==> src/rtl/jbasicgates_pkg.sv <==
// jbasicgates_pkg: shared definitions for the jbasicgates self-test engine.
//   - state_t      : BIST sequencer states
//   - EXP_*        : golden gate outputs {OR,AND,XOR,NOR,NAND,XNOR} per {a,b}
//   - IDX_*        : bit positions of each gate inside the 6-bit output word
//   - exp_out()    : golden lookup by vector index
package jbasicgates_pkg;

    typedef enum logic [1:0] {
        IDLE  = 2'd0,
        DRIVE = 2'd1,
        CHECK = 2'd2,
        DONE  = 2'd3
    } state_t;

    localparam int IDX_OR   = 5;
    localparam int IDX_AND  = 4;
    localparam int IDX_XOR  = 3;
    localparam int IDX_NOR  = 2;
    localparam int IDX_NAND = 1;
    localparam int IDX_XNOR = 0;

    localparam logic [5:0] EXP_00 = 6'b000111;
    localparam logic [5:0] EXP_01 = 6'b101010;
    localparam logic [5:0] EXP_10 = 6'b101010;
    localparam logic [5:0] EXP_11 = 6'b110001;

    function automatic logic [5:0] exp_out(input logic [1:0] vec);
        logic [5:0] r;
        case (vec)
            2'd0:    r = EXP_00;
            2'd1:    r = EXP_01;
            2'd2:    r = EXP_10;
            default: r = EXP_11;
        endcase
        return r;
    endfunction

endpackage

==> src/rtl/jbist_settle_timer.sv <==
// jbist_settle_timer: 4-bit loadable down-counter used to hold each stimulus
// vector for a fixed number of clocks before the outputs are sampled.
// Ports:
//   clk, rst_n : clock, async active-low reset (count clears to 0)
//   i_load     : load i_val (has priority over i_dec)
//   i_val      : value to load
//   i_dec      : decrement by one; holds at zero
//   o_zero     : count is zero
module jbist_settle_timer (
    input  logic       clk,
    input  logic       rst_n,
    input  logic       i_load,
    input  logic [3:0] i_val,
    input  logic       i_dec,
    output logic       o_zero
);

    logic [3:0] r_cnt;

    always_ff @(posedge clk or negedge rst_n) begin
        if (!rst_n)
            r_cnt <= 4'd0;
        else if (i_load)
            r_cnt <= i_val;
        else if (i_dec && (r_cnt != 4'd0))
            r_cnt <= r_cnt - 4'd1;
    end

    assign o_zero = (r_cnt == 4'd0);

endmodule

==> src/rtl/jbasicgates_bist.sv <==
// jbasicgates_bist: on-chip self-test engine for the jbasicgates block.
// Walks {a,b} through 00,01,10,11, holds each vector SETTLE_CYCLES clocks,
// then samples y_obs for one clock and compares with the golden table.
// Ports:
//   clk, rst_n  : clock, async active-low reset
//   start       : begin a run (accepted only in IDLE / DONE)
//   a, b        : stimulus to the gate block
//   y_obs       : gate outputs {OR,AND,XOR,NOR,NAND,XNOR}
//   inject      : (JBIST_FAULT_INJECT_EN only) invert the XOR bit before compare
//   busy, done  : run in progress / sticky run-complete
//   pass        : all vectors matched (valid with done)
//   fail_mask   : bit v set when vector v mismatched
//   err_count   : number of failing vectors (0..4)
//   first_bad   : compared word at the first failing vector, else 0
// Configuration macro: JBIST_FAULT_INJECT_EN adds the inject port.
module jbasicgates_bist
    import jbasicgates_pkg::*;
#(
    parameter int SETTLE_CYCLES = 4   // legal range 1..15
) (
    input  logic       clk,
    input  logic       rst_n,
    input  logic       start,
    output logic       a,
    output logic       b,
    input  logic [5:0] y_obs,
`ifdef JBIST_FAULT_INJECT_EN
    input  logic       inject,
`endif
    output logic       busy,
    output logic       done,
    output logic       pass,
    output logic [3:0] fail_mask,
    output logic [2:0] err_count,
    output logic [5:0] first_bad
);

    localparam logic [3:0] SETTLE_LOAD = 4'(SETTLE_CYCLES - 1);

    state_t     r_state;
    state_t     w_next;
    logic [1:0] r_vec;
    logic [3:0] r_fail_mask;
    logic [2:0] r_err;
    logic [5:0] r_first_bad;
    logic       r_pass;

    logic       w_start_acc;
    logic       w_tmr_load;
    logic       w_tmr_dec;
    logic       w_tmr_zero;
    logic       w_check;
    logic       w_busy;
    logic       w_done;
    logic [5:0] w_y_cmp;
    logic       w_mis;
    logic [2:0] w_err_next;

`ifdef JBIST_FAULT_INJECT_EN
    // Flip only the XOR output so a healthy gate block fails every vector.
    assign w_y_cmp = y_obs ^ (inject ? (6'd1 << IDX_XOR) : 6'd0);
`else
    assign w_y_cmp = y_obs;
`endif

    assign w_mis      = (w_y_cmp != exp_out(r_vec));
    assign w_err_next = (w_mis && (r_err != 3'd4)) ? r_err + 3'd1 : r_err;

    jbist_settle_timer u_timer (
        .clk    (clk),
        .rst_n  (rst_n),
        .i_load (w_tmr_load),
        .i_val  (SETTLE_LOAD),
        .i_dec  (w_tmr_dec),
        .o_zero (w_tmr_zero)
    );

    // State register
    always_ff @(posedge clk or negedge rst_n) begin
        if (!rst_n)
            r_state <= IDLE;
        else
            r_state <= w_next;
    end

    // Next-state logic
    always_comb begin
        w_next = r_state;
        case (r_state)
            IDLE, DONE: if (start)      w_next = DRIVE;
            DRIVE:      if (w_tmr_zero) w_next = CHECK;
            CHECK:      w_next = (r_vec == 2'd3) ? DONE : DRIVE;
            default:    w_next = IDLE;
        endcase
    end

    // Control strobes and status
    always_comb begin
        w_start_acc = 1'b0;
        w_tmr_load  = 1'b0;
        w_tmr_dec   = 1'b0;
        w_check     = 1'b0;
        w_busy      = 1'b0;
        w_done      = 1'b0;
        case (r_state)
            IDLE: begin
                w_start_acc = start;
                w_tmr_load  = start;
            end
            DONE: begin
                w_done      = 1'b1;
                w_start_acc = start;
                w_tmr_load  = start;
            end
            DRIVE: begin
                w_busy    = 1'b1;
                w_tmr_dec = 1'b1;
            end
            CHECK: begin
                w_busy     = 1'b1;
                w_check    = 1'b1;
                // Reload for the next vector; the last check leaves the timer idle.
                w_tmr_load = (r_vec != 2'd3);
            end
            default: ;
        endcase
    end

    // Vector index and result registers. r_vec stays at 3 in DONE so {a,b}
    // holds 2'b11 until the next start.
    always_ff @(posedge clk or negedge rst_n) begin
        if (!rst_n) begin
            r_vec       <= 2'd0;
            r_fail_mask <= 4'd0;
            r_err       <= 3'd0;
            r_first_bad <= 6'd0;
            r_pass      <= 1'b0;
        end else if (w_start_acc) begin
            r_vec       <= 2'd0;
            r_fail_mask <= 4'd0;
            r_err       <= 3'd0;
            r_first_bad <= 6'd0;
            r_pass      <= 1'b0;
        end else if (w_check) begin
            if (w_mis) begin
                r_fail_mask[r_vec] <= 1'b1;
                r_err              <= w_err_next;
                if (r_err == 3'd0)
                    r_first_bad <= w_y_cmp;
            end
            if (r_vec == 2'd3)
                r_pass <= (w_err_next == 3'd0);
            else
                r_vec <= r_vec + 2'd1;
        end
    end

    assign a         = r_vec[1];
    assign b         = r_vec[0];
    assign busy      = w_busy;
    assign done      = w_done;
    assign pass      = r_pass;
    assign fail_mask = r_fail_mask;
    assign err_count = r_err;
    assign first_bad = r_first_bad;

endmodule

==> config.mk <==
export PLATFORM = sky130hd
export DESIGN_NAME = jbasicgates_bist
export DESIGN_NICKNAME = d
export VERILOG_FILES = /design/src/rtl/jbasicgates_pkg.sv /design/src/rtl/jbist_settle_timer.sv /design/src/rtl/jbasicgates_bist.sv
export SDC_FILE = /design/constraint.sdc
export NUM_CORES = 1
export LEC_CHECK = 0
export ABC_AREA = 1
export BUFFER_PORTS_ARGS = -buffer_cell sky130_fd_sc_hd__buf_2
export CAP_MARGIN = 20
export CORE_ASPECT_RATIO = 0.7
export CORE_UTILIZATION = 45
export CTS_CLUSTER_SIZE = 40
export DETAILED_ROUTE_END_ITERATION = 6
export PLACE_DENSITY = 0.74
export SETUP_SLACK_MARGIN = 0.4
export SKIP_LAST_GASP = 1
export SLEW_MARGIN = 0
export SYNTH_ARGS = -nofsm -noshare
export SYNTH_HDL_FRONTEND = slang
export SYNTH_SLANG_ARGS = --single-unit
export TNS_END_PERCENT = 5
==> constraint.sdc <==
create_clock -name clk -period 2.3 [get_ports clk]
set_clock_uncertainty 0.05 [all_clocks]
set_input_delay 0.46 -clock clk [delete_from_list [all_inputs] [get_ports clk]]
set_output_delay 0.46 -clock clk [all_outputs]
set_load 0.03 [all_outputs]
## Yosys cells after proc, flatten, opt, wreduce, memory -nomap -nowiden

Cells that the tools add are included.

- Bits in read-only memories: 0
- Bits in writable memories: 0
- Word-level logic and storage cells: 79
- Latch bits: 0
- Flip-flop bits (word level): 22
- Memories: 0
- Output and inout port bits: 18

- Multiply operators: 0
- Bitwise logic cells: 1
- Order comparisons: 2
- Add/sub/neg operators: 3
- Muxes and demuxes: 32
- Div/mod/pow operators: 0
- Equal/unequal tests: 12
- Shifts and indexed selects: 0
- Reductions and logical operators: 22

Operators with widths:

| kind | count |
|---|---|
| 6-bit two-way mux | 4 |
| 4-bit two-way mux | 5 |
| 2-bit two-way mux | 6 |
| 3-bit two-way mux | 4 |
| 6-bit one-hot mux with 2 select lines | 1 |
| 2-bit nonzero test | 5 |
| 1-bit two-way mux | 9 |
| 2-bit equality test (second input constant) | 4 |
| 2-bit AND reduction | 4 |
| 3-bit zero test | 2 |
| 6-bit != test | 1 |
| 2-bit one-hot mux with 3 select lines | 1 |
| 2-bit OR reduction | 3 |
| 2-bit by 1-bit equality test with 1-bit output (second input constant) | 2 |
| 2-bit zero test | 2 |
| 4-bit zero test | 1 |
| 2-bit by 1-bit != test with 1-bit output (second input constant) | 2 |
| 2-bit != test (second input constant) | 2 |
| 4-bit OR | 1 |
| 4-bit nonzero test | 1 |
| 4-bit by 1-bit subtractor with 4-bit output (second input constant) | 1 |
| 3-bit by 1-bit adder with 3-bit output (second input constant) | 1 |
| 1-bit logical AND | 3 |
| 2-bit by 3-bit < comparator with 1-bit output (second input constant) | 1 |
| 6 further kinds | 6 |

## Longest topological paths before layout

- Word-level depth: 10
- Depth in mapped cells: 12
- Gate-level depth less buffers: 12

## Modules after synthesis

Synthesis repeated with hierarchy kept, for this count alone.

- Cells, all modules: 180
- Area, all modules: 1381.3 um^2

By module, submodules not included:

| module | area an instance (um^2) | cells an instance | instances | sequential area each (um^2) |
|---|---|---|---|---|
| jbasicgates_bist | 1086.0 | 134 | 1 | 450.4 |
| jbist_settle_timer | 295.3 | 46 | 1 | 100.1 |

## Worst setup path after synthesis

OpenSTA, ideal clock, no wires.

- Kind: flip-flop to flip-flop
- From: register r_vec[1]
- To: register r_first_bad[0] (netlist: first_bad[0])
- Cell stages (with the launch flop): 12
- Data arrival time: 1.801 ns
- Buffers on the path: 0
- Data required time: 2.167 ns
- Slack: 0.367 ns
- Library setup time: 0.083 ns
- Cells stage by stage: dfrtp_1 inv_1 ha_1 inv_1 nand2_1 nand2_1 nor2_1 nand3_2 nand2_4 nor2_1 nand3_2 o21ai_0

- Cells in the longest elaborated chain, start to end: 6
- Elaborated cells on any way between the ends: 8
- Classes of those cells: eq/ne (3); mux (1); reduce/logical (4)

RTL lines:

| element | line | source |
|---|---|---|
| start: declaration | jbasicgates_bist.sv:42 | `logic [1:0] r_vec;` |
| start signal: assignment | jbasicgates_bist.sv:154 | `r_vec <= r_vec + 2'd1;` |
| 2-bit equality test / 2-bit by 1-bit equality test with 1-bit output (equally long branches) | jbasicgates_pkg.sv:29 | `case (vec)` |
| 2-bit OR reduction (no line) | - |  |
| 6-bit one-hot mux with 2 select lines * | jbasicgates_pkg.sv:29 |  |
| 6-bit != test * | jbasicgates_bist.sv:66 | `assign w_mis = (w_y_cmp != exp_out(r_vec));` |
| 2-bit nonzero test (no line) * | - |  |
| 3-bit AND reduction (no line) * | - |  |
| end signal: assignment | jbasicgates_bist.sv:149 | `r_first_bad <= w_y_cmp;` |
| end: declaration | jbasicgates_bist.sv:45 | `logic [5:0] r_first_bad;` |

Mark *: on every way between the ends. The rest lies on a longest branch, timed or not.
A chain may end at the register's enable or synchronous reset.

## Worst setup path after layout

- From: register r_vec[1]
- To: register r_pass (netlist: pass)

- Cells in the longest elaborated chain, start to end: 10
- Elaborated cells on any way between the ends: 15
- Classes of those cells: eq/ne (4); mux (5); reduce/logical (6)

RTL lines:

| element | line | source |
|---|---|---|
| 2-bit equality test / 2-bit by 1-bit equality test with 1-bit output (equally long branches) | jbasicgates_pkg.sv:29 |  |
| 2-bit OR reduction (no line) | - |  |
| 6-bit one-hot mux with 2 select lines | jbasicgates_pkg.sv:29 |  |
| 6-bit != test | jbasicgates_bist.sv:66 |  |
| 1-bit logical AND | jbasicgates_bist.sv:67 | `assign w_err_next = (w_mis && (r_err != 3'd4)) ? r_err + 3'd1 : r_err;` |
| 3-bit two-way mux | jbasicgates_bist.sv:67 |  |
| 3-bit zero test | jbasicgates_bist.sv:152 | `r_pass <= (w_err_next == 3'd0);` |
| 1-bit two-way mux | jbasicgates_bist.sv:151 | `if (r_vec == 2'd3)` |
| 1-bit two-way mux | jbasicgates_bist.sv:144 | `end else if (w_check) begin` |
| 1-bit two-way mux | jbasicgates_bist.sv:138 | `end else if (w_start_acc) begin` |
| end signal: assignment | jbasicgates_bist.sv:152 |  |
| end: declaration | jbasicgates_bist.sv:46 | `logic r_pass;` |

Several ways; a longest one is shown, not always the timed one. The select of a mux whose other input is x is not followed.

==> metrics <==
status complete, no violations; most frequent cells in the layout nand2_1, buf_2, inv_1; leakage power 0.899 nW; Final nets 220; Simple-Gate Fraction of Synth Area 25.0%; min Tclk post-route 1850 ps; Vias/cell between 4 and 5; Mapped Nets 181; router iterations before antenna repair 4; Multi-input gate area 667 sq um; Final HPWL DP a little over 2 mm; post-synthesis mux area share 0%; clock buffer count from CTS 3; Slew headroom about two thirds; clk sink count 22; layout cells sized above 1 31.3%; worst slew pin tran approximately 500 ps; Die ar. 3100 sq um; CTS H-tree depth 1; clock slew at reported path FFs approximately 80 ps; Syn. warnings 0; Max FO, Critical Path 5; CTS max path bufs 2; largest family of logic cells by synthesized area simple AND/OR/NAND/NOR gates; PortBufs 26; Syn Inst Count 160; global-route wire length before repair 4.52 mm; Ports 27; Final Hold Fails 0; num rows 15; register area share after synthesis 42.6%; worst-skew pair later-pin latency 260 ps; FILL cells roughly 220; diodes inserted 0; Max Slew Vio Count 0; mapped cell area roughly 1300 sq um; area fraction in compound gates after synthesis a little under an eighth; root buf cell clkbuf_8; most common cell after layout, fill and taps aside nand2_1; pwr/cell area between 1000 and 1500 nW/um^2; number of DRC markers in iteration 0 between 60 and 70; Tot GR Track Use roughly a fifth; maxcap violations 0; peak supply drop 0.665 mV; CTS tree built; syn_area_per_cell 8.09 sq um; Crit path required time between 2000 and 2500 ps; DRC Markers 0; CP arrival 1950 ps; hold slack final 102 ps; drt wl/cell roughly 12 microns; Adder-Cell Fraction of Synth Area 11.6%; routability cong. just under 0.9; final wirelength 2.84 mm; fmax 540 MHz; Startpoint Class flip-flop; Synth Area in XOR/XNOR 1.35%; WS Path Type flip-flop to flip-flop; Synth cell types 24; number of synthesized register bits 22; CP Capture Type flip-flop; pin count of the biggest net entering global routing 23; register area ~550 sq um; initial core utilization approximately half; Power Total 2.05 mW; final setup fails 0; Die Span Y 46.9 microns; RSZ-0062 raised after global routing yes; Worst Hold Class primary input to async pin; initial antenna violation count 0; via count roughly 1100; floorplan core area 2590 sq um; vias in the first global route 1017; Tcrit/Tclk final approximately 80%; Finished Core Util 62.1%; Setup TNS Final 0 ps; Die Wd 66.1 microns; post-route ant nets 0; Syn-to-layout area delta 24.3%; Overflow after GRT 0
cells by family (layout without fill, tap and decap cells):
group / count (synthesis) / after routing
AND/OR/NAND/NOR: 70 / 70
buffers and inverters: 28 / 66
AO/OA/AOI/OAI: 26 / 26
flip-flops: 22 / 22
adder cells (fa/ha/maj): 12 / 12
XOR/XNOR: 2 / 2
path summary, 6_finish.rpt:
path,from,to,slack [ps],depth (start not counted)
max,r_vec[1],pass,450,12
min,rst_n,first_bad[4],100,1
max reg2reg,r_vec[1],pass,450,12
min reg2reg,first_bad[0],first_bad[0],440,2
max in group asynchronous,rst_n,r_vec[0],1730,1
min in group clk,y_obs[4],first_bad[4],410,3
layer usage:
| layer | routed length, microns | share of wire [%] | up-vias | track usage (%) |
|---|---|---|---|---|
| li1 | - | - | 578 | - |
| met1 | 1330 | 47 | 514 | 25.0 |
| met2 | 1340 | 47 | 30 | 33.1 |
| met3 | 147 | 5.2 | 4 | 6.55 |
| met4 | 25 | 0.88 | 0 | 5.53 |
| met5 | 0 | 0 | - | 0 |
report_power, final:
group	total, mW	switching, mW	internal, mW
Combinational	1.18	0.760	0.416
Clock	0.247	0.123	0.124
Sequential	0.632	0.107	0.525
Total	2.05	0.989	1.06
critical path, cell delays in order (launching register included):
cell and delay (ps):
dfrtp_2 430, inv_4 60, ha_4 270, inv_2 50
nand2_1 50, nand2_1 50, nor2_1 110, nand3_2 170
buf_4 190, nand3_1 50, nand2_1 100, nand3_2 90
a21oi_2 50
per-stage QoR:
| step | std cells | setup WS (ps) | instance area [sq um] |
|---|---|---|---|
| finish | 232 | 450 | 1610 |
| global route | 232 | 321 | 1610 |
| CTS | 224 | 338 | 1520 |
| detailed placement | 220 | 310 | 1470 |
| global placement | 220 | 405 | 1470 |
| floorplan | 160 | 483 | 1300 |
synthesized netlist by cell type:
library cell,count,area share (%)
o21ai_1,4,1.5
xnor2_1,1,0.68
nand3_2,3,2.3
nand2_2,5,2.4
nand2_1,43,12
o21ai_0,11,4.3
o211ai_1,1,0.58
inv_1,26,7.5
xor2_1,1,0.68
inv_2,2,0.58
ha_1,12,12
o21a_1,2,1.2
or2_4,1,0.68
nand2_4,1,0.87
nor2_2,1,0.48
o22ai_1,3,1.5
a21oi_2,1,0.68
dfrtp_1,22,43
nor2_1,9,2.6
nor2_4,1,0.87
a31oi_1,1,0.48
nor3_1,1,0.39
nand3_1,5,1.9
a21oi_1,3,1.2
repair_timing:
item / in CTS / in global routing
pin swaps: 0 / 8
hold buffers: 0 / 0
setup endpoints to repair: 12 / 17
gates resized for setup: 2 / 11
gates cloned: 0 / 0
setup buffers: 0 / 8
registers in the layout, summed over array words and instances, names as in the netlist:
signal         flops
err_count          3
r_state            2
pass               1
r_vec              2
fail_mask          4
u_timer.r_cnt      4
first_bad          6
area by class of cell:
class                      instances  area share (%)
clock buffer                       4            2.80
inverter                          28            6.85
multi-input combinational        110            41.5
sequential                        22            34.4
tap                               34            2.65
timing repair buffer              34            11.8
(Power assumes the default switching activity.)
